`config.mk`:
```
export PLATFORM = sky130hd
export DESIGN_NAME = trap_ctrl
export DESIGN_NICKNAME = d
export VERILOG_FILES = /design/src/rtl/trap_ctrl.sv
export SDC_FILE = /design/constraint.sdc
export NUM_CORES = 1
export LEC_CHECK = 0
export CORE_AREA = 2 2 155 157
export CTS_BUF_LIST = sky130_fd_sc_hd__clkbuf_4
export DETAILED_ROUTE_END_ITERATION = 10
export DIE_AREA = 0 0 157 159
export GPL_TIMING_DRIVEN = 0
export PLACE_DENSITY = 0.81
export SYNTH_ARGS = -nofsm -noshare
export SYNTH_HDL_FRONTEND = slang
export SYNTH_SLANG_ARGS = --single-unit
```
`constraint.sdc`:
```
create_clock -name clk -period 5.7 [get_ports clk]
set_input_delay 0.855 -clock clk [delete_from_list [all_inputs] [get_ports clk]]
set_output_delay 0.855 -clock clk [all_outputs]
set_load 0.02 [all_outputs]
```
`src/rtl/trap_ctrl.sv`:
```
// trap_ctrl: trap/return sequencer between commit and the machine-mode CSR file.
//
// It samples a committing instruction in IDLE for a timer interrupt, ecall,
// ebreak or mret, with priority irq > ecall > ebreak > mret. It then runs
// the event through four states: IDLE -> FLUSH -> COMMIT -> REDIRECT -> IDLE.
//   FLUSH    : flush_req is high until flush_ack, or until the timeout fires.
//   COMMIT   : one-cycle trap_en / ret_en pulse to the CSR file.
//   REDIRECT : redirect_valid/redirect_pc are held until redirect_ready.
//
// Ports
//   clk, rst (async, active low)
//   inst_valid/inst_addr/inst_ecall/inst_ebreak/inst_mret : commit-stage event
//   clint_mtip, mstatus_mie, mie_mtie                     : interrupt qualifiers
//   mtvec, mepc                                           : CSR values
//   flush_ack, redirect_ready                             : handshakes in
//   pipe_stall (comb), flush_req, trap_en, ret_en, trap_cause, trap_epc,
//   redirect_valid, redirect_pc, flush_timeout (sticky)   : registered outputs
module trap_ctrl #(
    parameter int ADDR_W   = 64,
    parameter int DATA_W   = 64,
    parameter int FLUSH_TO = 255
) (
    input  logic              clk,
    input  logic              rst,
    input  logic              inst_valid,
    input  logic [ADDR_W-1:0] inst_addr,
    input  logic              inst_ecall,
    input  logic              inst_ebreak,
    input  logic              inst_mret,
    input  logic              clint_mtip,
    input  logic              mstatus_mie,
    input  logic              mie_mtie,
    input  logic [ADDR_W-1:0] mtvec,
    input  logic [ADDR_W-1:0] mepc,
    input  logic              flush_ack,
    input  logic              redirect_ready,
    output logic              pipe_stall,
    output logic              flush_req,
    output logic              trap_en,
    output logic              ret_en,
    output logic [DATA_W-1:0] trap_cause,
    output logic [ADDR_W-1:0] trap_epc,
    output logic              redirect_valid,
    output logic [ADDR_W-1:0] redirect_pc,
    output logic              flush_timeout
);

    typedef enum logic [1:0] {IDLE, FLUSH, COMMIT, REDIRECT} state_e;

    localparam logic [15:0] TO_LAST = 16'(FLUSH_TO - 1);

    state_e            state_q, state_d;
    logic [15:0]       cnt_q, cnt_d;
    logic [DATA_W-1:0] cause_q, cause_d;
    logic [ADDR_W-1:0] epc_q, epc_d;
    logic [ADDR_W-1:0] target_q, target_d;
    logic              is_ret_q, is_ret_d;
    logic              is_irq_q, is_irq_d;
    logic              flush_req_q, flush_req_d;
    logic              trap_en_q, trap_en_d;
    logic              ret_en_q, ret_en_d;
    logic              redirect_valid_q, redirect_valid_d;
    logic              flush_timeout_q, flush_timeout_d;

    logic              irq;
    logic [ADDR_W-1:0] vec_base;

    assign irq      = clint_mtip & mstatus_mie & mie_mtie;
    assign vec_base = {mtvec[ADDR_W-1:2], 2'b00};

    always_comb begin
        state_d         = state_q;
        cnt_d           = cnt_q;
        cause_d         = cause_q;
        epc_d           = epc_q;
        target_d        = target_q;
        is_ret_d        = is_ret_q;
        is_irq_d        = is_irq_q;
        flush_timeout_d = flush_timeout_q;

        case (state_q)
            IDLE: begin
                if (inst_valid && (irq || inst_ecall || inst_ebreak || inst_mret)) begin
                    state_d = FLUSH;
                    cnt_d   = '0;
                    if (irq) begin
                        // Interrupt squashes the instruction; it re-executes after mret.
                        cause_d  = {1'b1, (DATA_W-1)'(7)};
                        epc_d    = inst_addr;
                        is_ret_d = 1'b0;
                        is_irq_d = 1'b1;
                    end else if (inst_ecall) begin
                        cause_d  = DATA_W'(11);
                        epc_d    = inst_addr;
                        is_ret_d = 1'b0;
                        is_irq_d = 1'b0;
                    end else if (inst_ebreak) begin
                        cause_d  = DATA_W'(3);
                        epc_d    = inst_addr;
                        is_ret_d = 1'b0;
                        is_irq_d = 1'b0;
                    end else begin
                        // mret leaves cause/epc showing the last trap.
                        is_ret_d = 1'b1;
                        is_irq_d = 1'b0;
                    end
                end
            end
            FLUSH: begin
                cnt_d = cnt_q + 16'd1;
                if (flush_ack) begin
                    state_d = COMMIT;
                end else if (cnt_q == TO_LAST) begin
                    state_d         = COMMIT;
                    flush_timeout_d = 1'b1;
                end
            end
            COMMIT: begin
                state_d = REDIRECT;
                if (is_ret_q)
                    target_d = mepc;
                else if (is_irq_q && mtvec[1:0] == 2'b01)
                    target_d = vec_base + ADDR_W'(28);   // vectored: base + 4*cause
                else
                    target_d = vec_base;
            end
            REDIRECT: begin
                if (redirect_ready) state_d = IDLE;
            end
            default: state_d = IDLE;
        endcase

        // Outputs are registered, so they are derived from the next state.
        flush_req_d      = (state_d == FLUSH);
        trap_en_d        = (state_d == COMMIT) && !is_ret_d;
        ret_en_d         = (state_d == COMMIT) &&  is_ret_d;
        redirect_valid_d = (state_d == REDIRECT);
    end

    always_ff @(posedge clk or negedge rst) begin
        if (!rst) begin
            state_q          <= IDLE;
            cnt_q            <= '0;
            cause_q          <= '0;
            epc_q            <= '0;
            target_q         <= '0;
            is_ret_q         <= 1'b0;
            is_irq_q         <= 1'b0;
            flush_req_q      <= 1'b0;
            trap_en_q        <= 1'b0;
            ret_en_q         <= 1'b0;
            redirect_valid_q <= 1'b0;
            flush_timeout_q  <= 1'b0;
        end else begin
            state_q          <= state_d;
            cnt_q            <= cnt_d;
            cause_q          <= cause_d;
            epc_q            <= epc_d;
            target_q         <= target_d;
            is_ret_q         <= is_ret_d;
            is_irq_q         <= is_irq_d;
            flush_req_q      <= flush_req_d;
            trap_en_q        <= trap_en_d;
            ret_en_q         <= ret_en_d;
            redirect_valid_q <= redirect_valid_d;
            flush_timeout_q  <= flush_timeout_d;
        end
    end

    assign pipe_stall     = (state_q != IDLE);
    assign flush_req      = flush_req_q;
    assign trap_en        = trap_en_q;
    assign ret_en         = ret_en_q;
    assign trap_cause     = cause_q;
    assign trap_epc       = epc_q;
    assign redirect_valid = redirect_valid_q;
    assign redirect_pc    = target_q;
    assign flush_timeout  = flush_timeout_q;

endmodule

```
-- Yosys cells after proc, flatten, opt, wreduce, memory -nomap -nowiden
Cells that the tools add are included.
Widths: inputs -> output; s select.
- bitwise logic cells: 3
- muxes and demuxes: 21
- $add $sub $neg: 2
- reduce and logical (&&, ||, !) cells: 16
- eq/ne operators: 9
- operator list (kind ; number):
    $mux 64 ; 8
    $add 64x5->64 const B ; 1
    $pmux 16 s2 ; 1
    $add 16x1->16 const B ; 1
    $eq 16x8->1 const B ; 1
    $mux 16 ; 1
    $eq 2x2->1 const B ; 4
    $mux 2 ; 4
    $pmux 2 s4 ; 1
    $eq 2x1->1 const B ; 3
    $mux 1 ; 6
    $reduce_and 3->1 ; 2
    $logic_and 1x1->1 ; 4
    $reduce_and 2->1 ; 2
    $reduce_bool 2->1 ; 2
    $logic_or 1x1->1 ; 3
    $reduce_bool 3->1 ; 1
    $and 1x1->1 ; 2
    $logic_not 2->1 ; 1
    $ne 2x2->1 const B ; 1
    $logic_not 1->1 ; 1
    $not 1->1 ; 1
- flip-flop bits (word level): 217
- input bits: 203
- logic and storage cells: 63
- output and inout port bits: 198

-- Longest topological paths before layout
Gate-level depths: netlist (run 1).
- word-level depth: 10
- depth in mapped cells: 9
- depth with buffers taken out: 8

-- Least setup slack after synthesis (run 1)
No wires, ideal clock.
- path type: input port to flip-flop
- start point: in mtvec[2]
- end point: reg target_q[58], in the netlist redirect_pc[58]
- stages: 9
- slack: 3.054 ns
- arrival time: 2.515 ns
- library setup time: 0.131 ns
- data required time: 5.569 ns
- buffers on the path: 1
- cells stage by stage: inv_1 > ha_1 > or2b_2 > nand4_4 > or4_4 > buf_6 > o21a_1 > o31ai_1 > o21ai_1
- longest elaborated chain between the ends: 3
- RTL lines (what ; line ; RTL):
    start: declaration ; 33 ; input logic [ADDR_W-1:0] mtvec,
    $add 64x5->64 ; 123 ; target_d = vec_base + ADDR_W'(28);
    $mux 64 ; 122 ; else if (is_irq_q && mtvec[1:0] == 2'b01)
    $mux 64 ; 120 ; if (is_ret_q)
    end signal: assignment ; 159 ; target_q <= target_d;
    end: declaration ; 56 ; logic [ADDR_W-1:0] target_q, target_d;
Every way passes these cells.
A chain may end at the register's enable or synchronous reset.

-- Worst setup path after layout (run 1)
- start point: in mtvec[2]
- end point: reg target_q[50], in the netlist redirect_pc[50]
Same word-level chain as after synthesis.

==> metrics.cfg, run 1 <==
[run_status]
run_status=finished, final reports clean

[yosys]
synth-simple-area-share_pct=26.4
synth.distinct_cells=59
synthAdderAreaFrac_pct=0.450
synth_compound_area_share_pct=10.9
synthArstFlopShare_pct=100
avgSynthCellArea_sq_um=8.50
yosysSeqAreaShare_pct=46.8
synth_mux_area_share_pct=0.240
syn_inst=982
synth_top_family_by_area=simple AND/OR/NAND/NOR gates
synthXorXnorAreaFrac_pct=5.98
synth_area_sq_mm=0.00835
ys_ff_latch=156
synth_edf_count=0
yosys_warnings=0
ys.flop_type=dfrtp_1

[floorplan]
io_pins=401
dieWidth_um=157
core_sq_mm=0.0232
rows=56
start_util_pct=36.0
die_y_um=159
die_area_sq_mm=0.0250

[route]
routed_wl_um=30600
drt_iter0_markers=520
routedWlPerCell_um=17.6
firstDrtPassIters=5
num_vias=8504
ant_nets=0
drc=0
viasPerCell=4.90

[setup_path]
critPathArrivalTime_ns=3.55
setup.worst_path.start_class=primary input
cp-end-kind=flop
crit_required_ns=6.13
cp_max_fo=8
critPathKind=primary input to flop

[global_routing]
grt_pass1_vias=8673
antenna_found_initial=4
globalRoute.totalOverflow=0
grt_max_degree=83
grt_pass1_wl_um=46900
grtUsageTotal_pct=24.3

[clock_network]
cts_made_buffers=17
cts_tree=done
clk_pin_slew_ns=0.16
clockRootBuffer=clkbuf_4
cts_resized=0
hold_buffers=0
cts_max_path_buffers=2
ctsHtreeMaxLevel=4
post_cts_buffers=0
worstSkewPairLatency_ns=0.56
clock-sinks=156

[pwr]
seqPwrFrac_pct=32.8
p_leak_nw=5.64
peakVddDrop_mv=0.248
intPower_w=0.00324
p_sw_w=0.00259
pwr-share-comb_pct=54.1
switching_share_pct=44.4
p_per_area_mw_per_mm2=458
pwr-share-clk_pct=13.1

[timing]
tightest_slew_ns=1.06
slew_headroom_pct=28.4
fin_setup_tns_ns=0
rsz0062_at_grt=false
period_needed_ns=3.13
hold_viol=0
fin_worst_skew_ns=0.0271
finalSetupViolCount=0
slew_violations=0
whs_ns=0.226
fin_crit_sh_pct=54.8
fmax_mhz=320

[layout]
layout_commonest_cell=clkdlybuf4s50_1
syn2layout_area_growth_pct=52.3
final_nets=1607
drive_gt1_share_pct=8.99
stdcell_area_sq_mm=0.0127
layout_common_cells=clkdlybuf4s50_1, nand2_1, dfrtp_1

[placed_design]
place_hpwl_um=23800
gp_congestion=0.921
placed_area_sq_mm=0.0124
port_buffers=341

[flow_run]
drv_cap=0

[hold_path]
hp-class=primary input to asynchronous set/reset pin

critical path: stages:
cell and delay, ns:
clkdlybuf4s50_1 0.53, inv_1 0.07, ha_1 0.21, or2b_2 0.22, nand4_4 0.21, nor4_1 0.96, nand2_1 0.14, mux2i_1 0.20
o221ai_1 0.14
flip-flops by register name, summed over array words and instances (netlist names):
| register | count |
|---|---|
| trap_en | 1 |
| is_irq_q | 1 |
| flush_req | 1 |
| cnt_q | 16 |
| flush_timeout | 1 |
| is_ret_q | 1 |
| trap_cause | 3 |
| redirect_valid | 1 |
| trap_epc | 64 |
| ret_en | 1 |
| redirect_pc | 64 |
| state_q | 2 |
layer usage:
metal / GRT usage (%) / up-vias / wire length, um
met1: 27.0 / 3985 / 11200
met5: 0 / - / 13
li1: - / 4023 / -
met3: 7.54 / 80 / 3010
met4: 11.9 / 2 / 1330
met2: 41.9 / 414 / 15100
cell families (layout without fill, tap and decap cells):
group                      count (synthesis)  in the layout
and+or+nand+nor                          471            471
DFF                                      156            156
buffers and inverters                    128            501
muxes                                      2              2
other                                      1             62
AOI/OAI and AO/OA                        164            164
adders and majority gates                  3              3
xor gates and xnor gates                  57             57
power by group through the flow:
stage                     registers [W]  logic, W  clock network, W
after floorplan                 0.00243   0.00107                 0
after global placement          0.00192   0.00311                 0
after detailed placement        0.00193   0.00316                 0
after CTS                       0.00191   0.00317          0.000786
after global routing            0.00197   0.00341          0.000831
final                           0.00191   0.00315          0.000765
synthesized netlist by cell type, types with 3 or more instances:
cell type  count  area [sq um]
o21ai_0       62           310
nor2_1        65           244
nand3_1       42           210
o31ai_1        4          30.0
a21oi_1       49           245
nor2b_1        3          18.8
xor2_1        44           385
clkbuf_8       5          68.8
inv_1         14          52.6
buf_1          7          26.3
clkbuf_1      38           143
and4_2         3          30.0
o21ai_1        4          20.0
nand2b_1       5          31.3
nand4_1       20           125
xnor2_1       13           114
o22ai_1       30           188
nor4_1         8          50.1
and3_1        19           119
buf_4         61           458
o211ai_1       3          22.5
nand2_1      260           976
dfrtp_1      156          3900
nor3_1        12          60.1
or4_1          3          22.5
ha_1           3          37.5
nor3_2         5          50.1
metrics by stage:
stage | util [%] | std cells | setup slack (ns) | total power, W
2_1_floorplan | - | 1040 | 3.05 | 0.00350
3_3_place_gp | 53.4 | 1700 | -2.84 | 0.00503
3_5_place_dp | 53.5 | 1701 | 2.03 | 0.00509
4_1_cts | 54.8 | 1732 | 2.67 | 0.00587
5_1_grt | 54.8 | 1734 | 2.46 | 0.00621
6_report | 54.8 | 1735 | 2.57 | 0.00583
path summary, 6_finish.rpt:
| check | startpoint | to | slack (ns) | depth (start not counted) |
|---|---|---|---|---|
| setup / recovery | mtvec[2] | redirect_pc[50] | 2.57 | 9 |
| hold / removal | rst | trap_epc[26] | 0.23 | 1 |
| setup reg to reg | state_q[0] | trap_epc[62] | 3.05 | 7 |
| hold reg to reg | flush_timeout | flush_timeout | 0.47 | 1 |
| max in group asynchronous | rst | redirect_pc[24] | 4.62 | 2 |
| min in group clk | flush_timeout | flush_timeout | 0.47 | 1 |
cell type report:
| cell class | instances | area, sq um |
|---|---|---|
| tap | 319 | 399 |
| clock inverter | 14 | 171 |
| antenna | 3 | 7.51 |
| fill | 2135 | 10500 |
| multi-input combinational | 756 | 3890 |
| inverter | 14 | 52.6 |
| clock buffer | 17 | 128 |
| timing repair buffer | 342 | 3450 |
| buffer | 114 | 717 |
| sequential | 156 | 3900 |
Power figures use the tool's default switching activity.
==> run 2: changes to the inputs <==
==> config.mk (replaced) <==
export PLATFORM = sky130hd
export DESIGN_NAME = trap_ctrl
export DESIGN_NICKNAME = d
export VERILOG_FILES = /design/src/rtl/trap_ctrl.sv
export SDC_FILE = /design/constraint.sdc
export NUM_CORES = 1
export LEC_CHECK = 0
export CORE_AREA = 2 2 156 158
export CTS_BUF_LIST = sky130_fd_sc_hd__clkbuf_4
export DETAILED_ROUTE_END_ITERATION = 10
export DIE_AREA = 0 0 158 160
export GPL_TIMING_DRIVEN = 0
export PLACE_DENSITY = 0.83
export SYNTH_ARGS = -nofsm -noshare
export SYNTH_HDL_FRONTEND = slang
export SYNTH_SLANG_ARGS = --single-unit
==> constraint.sdc (replaced) <==
create_clock -name clk -period 2.55 [get_ports clk]
set_input_delay 0.3825 -clock clk [delete_from_list [all_inputs] [get_ports clk]]
set_output_delay 0.3825 -clock clk [all_outputs]
set_load 0.02 [all_outputs]
==> run 2 against run 1 <==
Largest power group unchanged. Sequential power rose by 120%. Critical path type is now flop to flop. Combinational power rose by 120%. Largest cell class unchanged. Clock skew decreased by 0.0010 ns. Sequential share of layout area shrank 0.060 points.
==> metrics.cfg, run 2 (same netlist as run 1, synthesis figures left out) <==
[run_status]
run_status=finished, final reports clean

[route]
drt_iter0_markers=491
num_vias=8483
routed_wl_um=30500
ant_nets=0
viasPerCell=4.87
firstDrtPassIters=5
drc=0
routedWlPerCell_um=17.5

[global_routing]
grt_max_degree=88
antenna_found_initial=3
grt_pass1_wl_um=46000
grt_pass1_vias=8686
grtUsageTotal_pct=23.5
globalRoute.totalOverflow=0

[layout]
drive_gt1_share_pct=9.40
layout_commonest_cell=clkdlybuf4s50_1
n_fill_cell=2213
syn2layout_area_growth_pct=52.6
seqCellArea_sq_mm=0.00390
final_nets=1608
multi_input_area_sq_mm=0.00391
layout_common_cells=clkdlybuf4s50_1, nand2_1, dfrtp_1
final_util_pct=53.5

[floorplan]
core_sq_mm=0.0238
io_pins=401
die_area_sq_mm=0.0253
die_y_um=160
start_util_pct=35.0
rows=57
dieWidth_um=158

[setup_path]
worstRegToRegCells=8
crit_required_ns=3.01
critPathArrivalTime_ns=2.86
ff2ff_setup_slack_ns=0.15
cp-end-kind=flop
critPathKind=flop to flop
cp_max_fo=10
setup.worst_path.start_class=flop
reg2reg_from=is_irq_q
r2r-end=redirect_pc[58]

[flow_run]
drv_cap=0

[placed_design]
port_buffers=341
gp_congestion=0.942
dp_slack_ns=-0.486
place_hpwl_um=23800

[clock_network]
cts_max_path_buffers=2
cts_made_buffers=17
cts_tree=done
clockRootBuffer=clkbuf_4
clock-sinks=156
clk_pin_slew_ns=0.17
worstSkewPairLatency_ns=0.58
ctsHtreeMaxLevel=4

[timing]
fin_setup_tns_ns=0
finalSetupViolCount=0
fin_worst_skew_ns=0.0260
tightest_slew_ns=0.759
finalWorstSetupSlack_ns=0.153
fin_crit_sh_pct=94.0
hold_viol=0
fmax_mhz=417
slew_headroom_pct=49.0
slew_violations=0
period_needed_ns=2.40

[pwr]
p_total_w=0.0129
p_per_area_mw_per_mm2=1010
peakVddDrop_mv=0.570
p_leak_nw=5.66

[hold_path]
hold_end=trap_epc[62]
hp-class=primary input to flop
hold_depth=3
hp-start=inst_addr[62]

## run 2: layout make-up
type	instances	share of cell area (%)
multi-input cells	756	30.7
flip-flops and latches	156	30.6
repair buffers	343	27.1
plain buffers	114	5.66
well taps	324	3.18
clock inverters	14	1.18
clock buffers	18	1.06
inverters	14	0.412
diodes	2	0.0393
## run 2: worst max-delay path by stage
stage                          start              end  slack (ns)  cells after the start
after global placement           rst  redirect_pc[44]       -5.41                      1
after CTS                 state_q[0]      trap_epc[3]        0.07                      7
after floorplan             mtvec[2]  redirect_pc[58]        0.38                      9
after detailed placement   mtvec[26]  redirect_pc[63]       -0.49                      8
after global routing        is_irq_q  redirect_pc[27]      -0.005                      8
final                       is_irq_q  redirect_pc[58]        0.15                      8
## run 2: where the power goes
part	total (W)	internal [W]	leakage [nW]	switching, W
combinational	0.00707	0.00306	3.58	0.00401
clock	0.00159	0.000463	0.151	0.00112
sequential	0.00426	0.00357	1.93	0.000693
## run 2: worst max-delay path, cell delays in order (launching register included)
cell and delay, ns:
dfrtp_1 0.42, and3b_1 0.23, clkbuf_8 0.19, nand4_4 0.20
or4_4 0.60, buf_6 0.15, o21a_1 0.19, o31ai_1 0.23
o21ai_1 0.08
## run 2: metal layers
metal | GRT usage (%) | routed length [um] | part of all wire (%) | vias to the layer above
met1 | 25.7 | 11200 | 37 | 3948
met2 | 41.3 | 15100 | 50 | 428
met3 | 7.30 | 2920 | 9.6 | 72
li1 | - | - | - | 4033
met5 | 0 | 16 | 0.052 | -
met4 | 11.1 | 1200 | 3.9 | 2
## run 2: repair_timing
action	4_1_cts	5_1_grt
buffers inserted	0	0
gates resized for setup	0	8
endpoints found under the hold margin	69	0
hold buffers	1	0
setup endpoints to repair	0	26
## run 2: metrics by stage
step | hold slack, ns | area (sq um) | instances
3_5_place_dp | 0.383 | 12400 | 1706
5_1_grt | 0.259 | 12700 | 1741
4_1_cts | 0.245 | 12700 | 1739
6_report | 0.306 | 12700 | 1741
3_3_place_gp | 0.450 | 12400 | 1705
2_1_floorplan | 0.0869 | 8560 | 1040
==> run 3: changes to the inputs <==
==> config.mk (replaced) <==
export PLATFORM = sky130hd
export DESIGN_NAME = trap_ctrl
export DESIGN_NICKNAME = d
export VERILOG_FILES = /design/src/rtl/trap_ctrl.sv
export SDC_FILE = /design/constraint.sdc
export NUM_CORES = 1
export LEC_CHECK = 0
export CORE_ASPECT_RATIO = 0.9
export CORE_MARGIN = 2
export CORE_UTILIZATION = 30
export CTS_BUF_LIST = sky130_fd_sc_hd__clkbuf_4
export DETAILED_ROUTE_END_ITERATION = 10
export GPL_TIMING_DRIVEN = 0
export PLACE_DENSITY = 0.73
export SYNTH_ARGS = -nofsm -noshare
export SYNTH_HDL_FRONTEND = slang
export SYNTH_SLANG_ARGS = --single-unit
==> run 3 against run 2 <==
Global-route usage is 2.4 points lower. Maximum frequency is 2.9% lower. First-iteration DRC count is 7.9% lower. Critical endpoint unchanged. Largest cell class unchanged. Largest power group unchanged.
==> metrics.cfg, run 3 (same netlist as run 1, synthesis figures left out) <==
[setup_path]
critPathKind=primary input to flop
setup.worst_path.start_class=primary input
reg2reg_from=state_q[0]
cp_max_fo=8
cp_cell_sequence=clkdlybuf4s50_1, inv_1, ha_1, or2b_2, nand4_4, or4_4, buf_6, o21a_1, o31ai_1, o21ai_1
startpoint=mtvec[2]
cpMaxStageDelayCell=or4_4
critPathArrivalTime_ns=2.90
crit_required_ns=2.98
slowest_delay_ns=0.59
cp-end-kind=flop

[pwr]
peakVddDrop_mv=0.532
switching_share_pct=44.3
intPower_w=0.00727
p_sw_w=0.00577
p_leak_nw=5.67
p_per_area_mw_per_mm2=1020
pwr-share-comb_pct=54.5
seqPwrFrac_pct=32.6
pwr-share-clk_pct=13.0

[placed_design]
gp_congestion=0.917
placed_area_sq_mm=0.0125
dp_slack_ns=-0.491
port_buffers=341
place_hpwl_um=24200

[timing]
finalWorstSetupSlack_ns=0.0821
rsz0062_at_grt=true
tightest_slew_ns=0.755
fmax_mhz=405
finalSetupViolCount=0
period_needed_ns=2.47
fin_worst_skew_ns=0.0186
slew_violations=0
fin_crit_sh_pct=96.8
slew_headroom_pct=49.7
hold_viol=0

[clock_network]
clk_pin_slew_ns=0.17
ctsHtreeMaxLevel=4
post_cts_buffers=0
clock-sinks=156
cts_made_buffers=17
cts_max_path_buffers=2
clockRootBuffer=clkbuf_4
worstSkewPairLatency_ns=0.55
cts_tree=done

[floorplan]
start_util_pct=30.7
rows=57
die_area_sq_mm=0.0292
die_y_um=162
io_pins=401
core_sq_mm=0.0272
dieWidth_um=180

[global_routing]
grt_pass1_wl_um=47700
globalRoute.totalOverflow=0
antenna_found_initial=1
grtUsageTotal_pct=21.2
grt_max_degree=83
grt_pass1_vias=8346

[route]
ant_nets=0
drt_iter0_markers=452
viasPerCell=4.74
drc=0
firstDrtPassIters=5
num_vias=8390
routed_wl_um=31300
routedWlPerCell_um=17.7

[layout]
seqCellArea_sq_mm=0.00390
multi_input_area_sq_mm=0.00391
final_nets=1608
layout_common_cells=clkdlybuf4s50_1, nand2_1, dfrtp_1
syn2layout_area_growth_pct=53.4
stdcell_area_sq_mm=0.0128
drive_gt1_share_pct=9.33
layout_commonest_cell=clkdlybuf4s50_1
n_fill_cell=2660

[hold_path]
hp-class=primary input to flop
hp-start=inst_addr[21]

[run_status]
run_status=finished, final reports clean

[flow_run]
drv_cap=0

==> run 3: power by group through the flow <==
stage	sequential (W)	combinational, W	clock, W
final	0.00424	0.00710	0.00169
after global routing	0.00437	0.00767	0.00187
after CTS	0.00424	0.00715	0.00177
after detailed placement	0.00429	0.00712	0
after global placement	0.00426	0.00700	0
after floorplan	0.00544	0.00238	0
==> run 3: critical path: cells and delay by family <==
family                   cells  cell delay, ns
AO/OA/AOI/OAI                3            0.57
buffers and inverters        3            0.74
adder cells (fa/ha/maj)      1            0.21
AND/OR/NAND/NOR              3            1.01
==> run 3: final cells by class <==
cell class	count	area share, %
Clock inverter	14	1.38
Clock buffer	18	1.06
Tap cell	354	3.46
Multi-Input combinational cell	756	30.6
Buffer	114	5.62
Timing Repair Buffer	343	27.0
Sequential cell	156	30.5
Inverter	14	0.411
Antenna cell	1	0.0196
==> run 3: worst paths after layout <==
check | slack (ns) | cells after the start | to
worst max-delay path | 0.08 | 10 | redirect_pc[58]
worst min-delay path | 0.33 | 3 | trap_epc[21]
worst max register to register | 0.12 | 7 | trap_epc[36]
worst min register to register | 0.49 | 2 | redirect_pc[1]
max in group asynchronous | 1.35 | 3 | redirect_pc[36]
min in group asynchronous | 0.35 | 2 | trap_epc[32]
==> run 3: per-layer routing <==
metal	vias up	GRT usage [%]	wire, um
li1	4033	-	-
met1	3920	24.4	12100
met2	393	36.8	15200
met3	44	6.70	2980
met4	0	8.17	970
met5	-	0	0
==> run 3: what timing repair did <==
action / 4_1_cts / 5_1_grt
resized for setup: 1 / 4
hold buffers: 1 / 0
setup endpoints to repair: 26 / 24
endpoints found under the hold margin: 74 / 0
==> run 3: metrics by stage <==
| stage | TNS, ns | hold WS (ns) | utilization (%) | power [W] | instances |
|---|---|---|---|---|---|
| after floorplan | 0 | 0.0869 | - | 0.00782 | 1040 |
| after global placement | -901.36 | 0.448 | 45.7 | 0.0113 | 1735 |
| after CTS | 0 | 0.257 | 47.0 | 0.0132 | 1769 |
| after detailed placement | -21.09 | 0.393 | 45.8 | 0.0114 | 1736 |
| after global routing | -0.563 | 0.247 | 47.1 | 0.0139 | 1770 |
| final | 0 | 0.328 | 47.1 | 0.0130 | 1770 |
